==> config.mk <==
export PLATFORM = sky130hd
export DESIGN_NAME = usb_stream_arb_flat
export DESIGN_NICKNAME = d
export VERILOG_FILES = /design/src/rtl/usb_stream_arb_if.sv /design/src/rtl/usb_stream_arb.sv /design/src/flat_wrapper.sv
export SDC_FILE = /design/constraint.sdc
export NUM_CORES = 2
export LEC_CHECK = 0
export CAP_MARGIN = 10
export CORE_MARGIN = 5
export CORE_UTILIZATION = 56
export DETAILED_ROUTE_END_ITERATION = 7
export PLACE_DENSITY_LB_ADDON = 0.1
export SLEW_MARGIN = 20
export SYNTH_ARGS = -nofsm -noshare
export SYNTH_HDL_FRONTEND = slang
export SYNTH_SLANG_ARGS = --single-unit
==> constraint.sdc <==
create_clock -name clk -period 9.3 [get_ports clk]
set_clock_uncertainty 0.15 [all_clocks]
set_input_delay 0.93 -clock clk [delete_from_list [all_inputs] [get_ports clk]]
set_output_delay 0.93 -clock clk [all_outputs]
set_load 0.005 [all_outputs]
==> src/rtl/usb_stream_arb_if.sv <==
// Stream-side and FT245-side signals of the USB stream arbiter.
// slave is the arbiter's view, master is the view of whatever drives it.
interface usb_stream_arb_if #(
    parameter int CHANNELS = 4
);
    logic [8*CHANNELS-1:0] in_data;
    logic [CHANNELS-1:0]   in_valid;
    logic [CHANNELS-1:0]   in_ready;
    logic [CHANNELS-1:0]   ch_en;
    logic                  usb_txe_n;
    logic                  usb_wr_n;
    logic [7:0]            usb_d;
    logic                  busy;

    modport slave (
        input  in_data, in_valid, ch_en, usb_txe_n,
        output in_ready, usb_wr_n, usb_d, busy
    );

    modport master (
        output in_data, in_valid, ch_en, usb_txe_n,
        input  in_ready, usb_wr_n, usb_d, busy
    );
endinterface

==> src/rtl/usb_stream_arb.sv <==
// Per-channel byte FIFOs feeding a round-robin packetiser onto an FT245 sync FIFO.
// Packet format on usb_d: header {4'hA, 0, channel}, length byte, then payload.
//
// state  | meaning
// -------+----------------------------------------------------------
// IDLE   | no packet; pick next eligible channel, latch length
// HDR    | header byte on usb_d, waiting for the FT245 to take it
// LEN    | length byte on usb_d
// DATA   | payload bytes from the granted FIFO, rem_q counts down
module usb_stream_arb #(
    parameter int CHANNELS   = 4,
    parameter int FIFO_DEPTH = 32,
    parameter int MAX_BURST  = 16
) (
    input  logic            clk,
    input  logic            rst,
    usb_stream_arb_if.slave bus
);
    localparam int CW = (CHANNELS > 1) ? $clog2(CHANNELS) : 1;
    localparam int AW = $clog2(FIFO_DEPTH);
    localparam int OW = $clog2(FIFO_DEPTH + 1);

    typedef enum logic [1:0] {S_IDLE, S_HDR, S_LEN, S_DATA} state_t;

    logic [7:0]    mem_q    [CHANNELS][FIFO_DEPTH];
    logic [7:0]    mem_d    [CHANNELS][FIFO_DEPTH];
    logic [AW-1:0] wr_ptr_q [CHANNELS];
    logic [AW-1:0] wr_ptr_d [CHANNELS];
    logic [AW-1:0] rd_ptr_q [CHANNELS];
    logic [AW-1:0] rd_ptr_d [CHANNELS];
    logic [OW-1:0] occ_q    [CHANNELS];
    logic [OW-1:0] occ_d    [CHANNELS];

    state_t        state_q;
    logic [CW-1:0] grant_q;
    logic [CW-1:0] last_grant_q;
    logic [7:0]    len_q;
    logic [7:0]    rem_q;
    logic [7:0]    usb_d_q;
    logic          usb_wr_n_q;

    logic [CHANNELS-1:0] ready;
    logic [CHANNELS-1:0] push;
    logic [CHANNELS-1:0] pop;
    logic                accept;
    logic                found;
    logic [CW-1:0]       pick;
    logic [CW-1:0]       idx;
    logic [8:0]          pick_occ;
    logic [7:0]          pick_len;
    logic [AW-1:0]       rd_next;

    assign accept = !usb_wr_n_q && !bus.usb_txe_n;

    always_comb begin
        ready = '0;
        push  = '0;
        pop   = '0;
        for (int c = 0; c < CHANNELS; c++) begin
            ready[c] = (occ_q[c] != OW'(FIFO_DEPTH));
            push[c]  = bus.in_valid[c] && ready[c];
            pop[c]   = accept && (state_q == S_DATA) && (grant_q == CW'(c));
        end
    end

    always_comb begin
        mem_d    = mem_q;
        wr_ptr_d = wr_ptr_q;
        rd_ptr_d = rd_ptr_q;
        occ_d    = occ_q;
        for (int c = 0; c < CHANNELS; c++) begin
            if (push[c]) begin
                mem_d[c][wr_ptr_q[c]] = bus.in_data[8*c +: 8];
                wr_ptr_d[c]           = wr_ptr_q[c] + 1'b1;
            end
            if (pop[c]) begin
                rd_ptr_d[c] = rd_ptr_q[c] + 1'b1;
            end
            // A push and a pop in the same cycle cancel out.
            case ({push[c], pop[c]})
                2'b10:   occ_d[c] = occ_q[c] + 1'b1;
                2'b01:   occ_d[c] = occ_q[c] - 1'b1;
                default: occ_d[c] = occ_q[c];
            endcase
        end
    end

    always_ff @(posedge clk) begin
        if (rst) begin
            for (int c = 0; c < CHANNELS; c++) begin
                wr_ptr_q[c] <= '0;
                rd_ptr_q[c] <= '0;
                occ_q[c]    <= '0;
            end
        end else begin
            mem_q    <= mem_d;
            wr_ptr_q <= wr_ptr_d;
            rd_ptr_q <= rd_ptr_d;
            occ_q    <= occ_d;
        end
    end

    // Round-robin search starting one past the previous grant.
    always_comb begin
        found = 1'b0;
        pick  = '0;
        idx   = '0;
        for (int i = 0; i < CHANNELS; i++) begin
            idx = CW'((int'(last_grant_q) + 1 + i) % CHANNELS);
            if (!found && bus.ch_en[idx] && (occ_q[idx] != '0)) begin
                found = 1'b1;
                pick  = idx;
            end
        end
        pick_occ = 9'(occ_q[pick]);
        pick_len = (pick_occ > 9'(MAX_BURST)) ? 8'(MAX_BURST) : pick_occ[7:0];
        rd_next  = rd_ptr_q[grant_q] + 1'b1;
    end

    always_ff @(posedge clk) begin
        if (rst) begin
            state_q      <= S_IDLE;
            grant_q      <= '0;
            last_grant_q <= CW'(CHANNELS - 1);
            len_q        <= '0;
            rem_q        <= '0;
            usb_d_q      <= '0;
            usb_wr_n_q   <= 1'b1;
        end else begin
            case (state_q)
                S_IDLE: begin
                    if (found) begin
                        state_q      <= S_HDR;
                        grant_q      <= pick;
                        last_grant_q <= pick;
                        len_q        <= pick_len;
                        rem_q        <= pick_len;
                        usb_d_q      <= {4'hA, 1'b0, 3'(pick)};
                        usb_wr_n_q   <= 1'b0;
                    end
                end
                S_HDR: begin
                    if (accept) begin
                        state_q <= S_LEN;
                        usb_d_q <= len_q;
                    end
                end
                S_LEN: begin
                    if (accept) begin
                        state_q <= S_DATA;
                        usb_d_q <= mem_q[grant_q][rd_ptr_q[grant_q]];
                    end
                end
                S_DATA: begin
                    if (accept) begin
                        if (rem_q == 8'd1) begin
                            state_q    <= S_IDLE;
                            usb_d_q    <= '0;
                            usb_wr_n_q <= 1'b1;
                        end else begin
                            // len never exceeds occupancy, so the next slot is filled.
                            rem_q   <= rem_q - 8'd1;
                            usb_d_q <= mem_q[grant_q][rd_next];
                        end
                    end
                end
                default: begin
                    state_q    <= S_IDLE;
                    usb_wr_n_q <= 1'b1;
                end
            endcase
        end
    end

    assign bus.in_ready = ready;
    assign bus.usb_wr_n = usb_wr_n_q;
    assign bus.usb_d    = usb_d_q;
    assign bus.busy     = (state_q != S_IDLE);
endmodule

==> src/flat_wrapper.sv <==
// flat-port wrapper written by rule: the top's interface ports become plain ports
module usb_stream_arb_flat 
#(
    parameter int CHANNELS   = 4,
    parameter int FIFO_DEPTH = 32,
    parameter int MAX_BURST  = 16
)
  (clk, rst, bus_in_data, bus_in_valid, bus_ch_en, bus_usb_txe_n, bus_in_ready, bus_usb_wr_n, bus_usb_d, bus_busy);
  usb_stream_arb_if #(.CHANNELS(CHANNELS)) bus_i ();
  input  logic clk;
  input  logic rst;
  input wire logic [$bits(bus_i.in_data)-1:0] bus_in_data;
  input wire logic [$bits(bus_i.in_valid)-1:0] bus_in_valid;
  input wire logic [$bits(bus_i.ch_en)-1:0] bus_ch_en;
  input wire logic [$bits(bus_i.usb_txe_n)-1:0] bus_usb_txe_n;
  output wire logic [$bits(bus_i.in_ready)-1:0] bus_in_ready;
  output wire logic [$bits(bus_i.usb_wr_n)-1:0] bus_usb_wr_n;
  output wire logic [$bits(bus_i.usb_d)-1:0] bus_usb_d;
  output wire logic [$bits(bus_i.busy)-1:0] bus_busy;
  assign bus_i.in_data = bus_in_data;
  assign bus_i.in_valid = bus_in_valid;
  assign bus_i.ch_en = bus_ch_en;
  assign bus_i.usb_txe_n = bus_usb_txe_n;
  assign bus_in_ready = bus_i.in_ready;
  assign bus_usb_wr_n = bus_i.usb_wr_n;
  assign bus_usb_d = bus_i.usb_d;
  assign bus_busy = bus_i.busy;
  usb_stream_arb #(.CHANNELS(CHANNELS), .FIFO_DEPTH(FIFO_DEPTH), .MAX_BURST(MAX_BURST)) u_core (.clk(clk), .rst(rst), .bus(bus_i));
endmodule
==> results.json <==
{
  "crit_required_ns": 9.72,
  "rows": 106,
  "syn_inst": 2533,
  "critPathArrivalTime_ns": 6.06,
  "syn_nets": 2628,
  "synth.avg_cell_area_um2": 18.7,
  "timing.max_cap.violations": 0,
  "vias": 27751,
  "finish.utilization_pct": 62.6,
  "grt_pass1_vias": 27028,
  "cpLargestDelayFamily": "buffers and inverters",
  "slowest_delay_ns": 0.79,
  "postCtsHoldBufs": 0,
  "ctsResizeCount": 0,
  "coreArea_um2": 83700,
  "place_inst": 3624,
  "final_common_cell": "edfxtp_1",
  "worstHoldStart": "u_core.len_q[1]",
  "tns_ns": 0,
  "fmax_ghz": 0.177,
  "clock_sinks": 1117,
  "ioPinCount": 57,
  "drv_slew": 0,
  "h-tree-depth": 3,
  "synthFlopType": "edfxtp_1",
  "clock_path_buffers": 3,
  "crit_path_max_fanout": 44,
  "grt_use_met2_pct": 50.1,
  "synth_edf_count": 1024,
  "grtUsageMet3_pct": 10.3,
  "power_leakage_uw": 0.0162,
  "path_clk_slew_ns": 0.06,
  "post_route_cells_drive_above_1_share_pct": 23.9,
  "setup-violations-final": 0,
  "grt_overflow": 0,
  "synthToLayoutAreaGrowth_pct": 10.8,
  "critPathBufInv": 3,
  "grtUsageMet1_pct": 49.0,
  "synth_cell_type_count": 66,
  "drt-initial-drc-count": 4876,
  "criticalPathCategory": "reg -> reg",
  "final_nets": 2698,
  "cp_common_cell": "buf_4",
  "cpMaxStageDelayCell": "buf_4",
  "ys_warn_count": 0,
  "antenna_found_initial": 10,
  "num-fill-cells": 5872,
  "initial_core_util_pct": 56.5,
  "whs_ns": 0.343,
  "synth-seq-cells": 1117,
  "hold_violations": 0,
  "root_buffer": "clkbuf_16",
  "wl_um": 155000,
  "ant_nets": 0,
  "drt_first_pass_iters": 6,
  "instances_no_fill": 3840,
  "grt_max_degree": 128,
  "slew_headroom_pct": 16.7,
  "die_h_um": 300,
  "numCtsBuffers": 111,
  "status": "complete, no violations",
  "rsz0062_at_grt": "false",
  "rr_startpoint": "u_core.grant_q[0]",
  "die_w_um": 300,
  "finalCriticalPeriod_ns": 5.65,
  "min_period_over_period_pct": 60.7,
  "crit_path_end_kind": "register",
  "crit_start": "u_core.grant_q[0]",
  "vias_per_cell": 7.23,
  "crit_path_start_kind": "register",
  "power-per-cell-area_nw_per_um2": 238,
  "port-buffer-count": 56,
  "dp_hpwl_um": 91700,
  "synthArstFlopShare_pct": 0,
  "clk_latency_ns": 0.71,
  "die_area_um2": 90300,
  "drc": 0,
  "top_usage_layer": "met2",
  "worst_pin_slew_ns": 1.25,
  "cts_tree": "done",
  "ir_drop_v": 0.000165,
  "synth_area_um2": 47200,
  "cp_cell_sequence": "buf_4 > buf_4 > buf_4 > mux4_2 > nor2b_1 > a211oi_1 > a21oi_1 > a2111oi_0 > a31oi_1 > a31oi_1 > o41ai_1",
  "grt_pass1_wl_um": 214000,
  "hp-class": "reg -> reg",
  "post-cts-setup-buffers": 0,
  "gp_congestion": 1.01,
  "wire_per_inst_um": 40.3,
  "mostFrequentLayoutCells": "edfxtp_1 (1024), mux4_2 (372), nor2_1 (238)",
  "grt.total_usage_pct": 34.3,
  "synth-seq-area-share_pct": 69.0
}
[metal layers]
layer	routed length (µm)	vias to the layer above
met5	11	-
met4	8020	2
met3	21400	411
met2	69000	2363
met1	56500	14553
li1	-	10422
[per-stage QoR]
step / cell area (µm²) / worst slack, ns / power [µW]
5_1_grt: 52300 / 3.20 / 12800
2_1_floorplan: 47200 / 4.72 / 7230
3_5_place_dp: 48700 / 3.62 / 8040
3_3_place_gp: 48700 / 3.64 / 8020
6_report: 52300 / 3.65 / 12400
4_1_cts: 52300 / 3.59 / 12400
[sequential cells by signal (all words and copies together) (netlist names)]
signal               cells
u_core.rd_ptr_q         20
u_core.bus.usb_d         8
u_core.last_grant_q      2
u_core.rem_q             8
u_core.mem_q          1024
u_core.occ_q            24
u_core.len_q             6
u_core.bus.usb_wr_n      1
u_core.state_q           2
u_core.wr_ptr_q         20
u_core.grant_q           2
[kinds of logic after synthesis]
family / count (synthesis) / synth area share, %
buffers and inverters: 191 / 1.92
xor gates and xnor gates: 59 / 1.11
adders and majority gates: 52 / 1.44
and+or+nand+nor: 475 / 4.44
AOI/OAI and AO/OA: 202 / 2.82
muxes: 437 / 19.2
DFF: 1117 / 69.0
[synth_stat cells, drive strengths merged (4+ instances only)]
cell | instances | area (µm²)
a211oi | 35 | 263
a21o | 13 | 97.6
a21oi | 66 | 334
a221oi | 7 | 67.6
a22oi | 11 | 82.6
a31oi | 15 | 93.8
and2 | 15 | 93.8
buf | 77 | 480
clkbuf | 72 | 270
dfxtp | 93 | 1860
edfxtp | 1024 | 30700
fa | 4 | 80.1
ha | 48 | 601
inv | 42 | 158
mux2 | 4 | 45.0
mux2i | 57 | 574
mux4 | 376 | 8480
nand2 | 113 | 424
nand2b | 4 | 25.0
nand3 | 23 | 115
nand3b | 13 | 97.6
nand4 | 18 | 113
nor2 | 241 | 905
nor2b | 13 | 81.3
nor3 | 5 | 25.0
o21ai | 19 | 95.1
o21bai | 4 | 30.0
o22ai | 4 | 25.0
o31ai | 4 | 30.0
or3 | 10 | 62.6
or3b | 7 | 61.3
or4 | 5 | 37.5
xnor2 | 20 | 175
xor2 | 39 | 349
[final cells by class]
class	count	area (µm²)	share of cell area, %
antenna	10	25.0	0.0478
clock buffer	129	2890	5.51
tap	1134	1420	2.71
sequential	1117	32600	62.3
inverter	42	158	0.301
clock inverter	77	689	1.32
timing repair buffer	106	783	1.50
multi-input combinational	1225	13800	26.3
[power by group]
| group | internal (µW) | switching [µW] |
|---|---|---|
| sequential | 5530 | 102 |
| combinational | 1000 | 1360 |
| clock | 2520 | 1930 |
[final timing paths]
kind | end | slack [ns] | cells after the start
min reg2reg | u_core.len_q[1] | 0.34 | 2
max | u_core.bus.usb_d[6] | 3.65 | 11
min | u_core.len_q[1] | 0.34 | 2
max reg2reg | u_core.bus.usb_d[6] | 3.65 | 11
[worst register-to-register path, stage by stage (launching register included)]
cell	delay (ns)
dfxtp_4	0.69
buf_4	0.76
buf_4	0.83
buf_4	0.87
mux4_2	0.63
nor2b_1	0.15
a211oi_1	0.25
a21oi_1	0.07
a2111oi_0	0.73
a31oi_1	0.09
a31oi_1	0.21
o41ai_1	0.09
(Power assumes the default switching activity.)
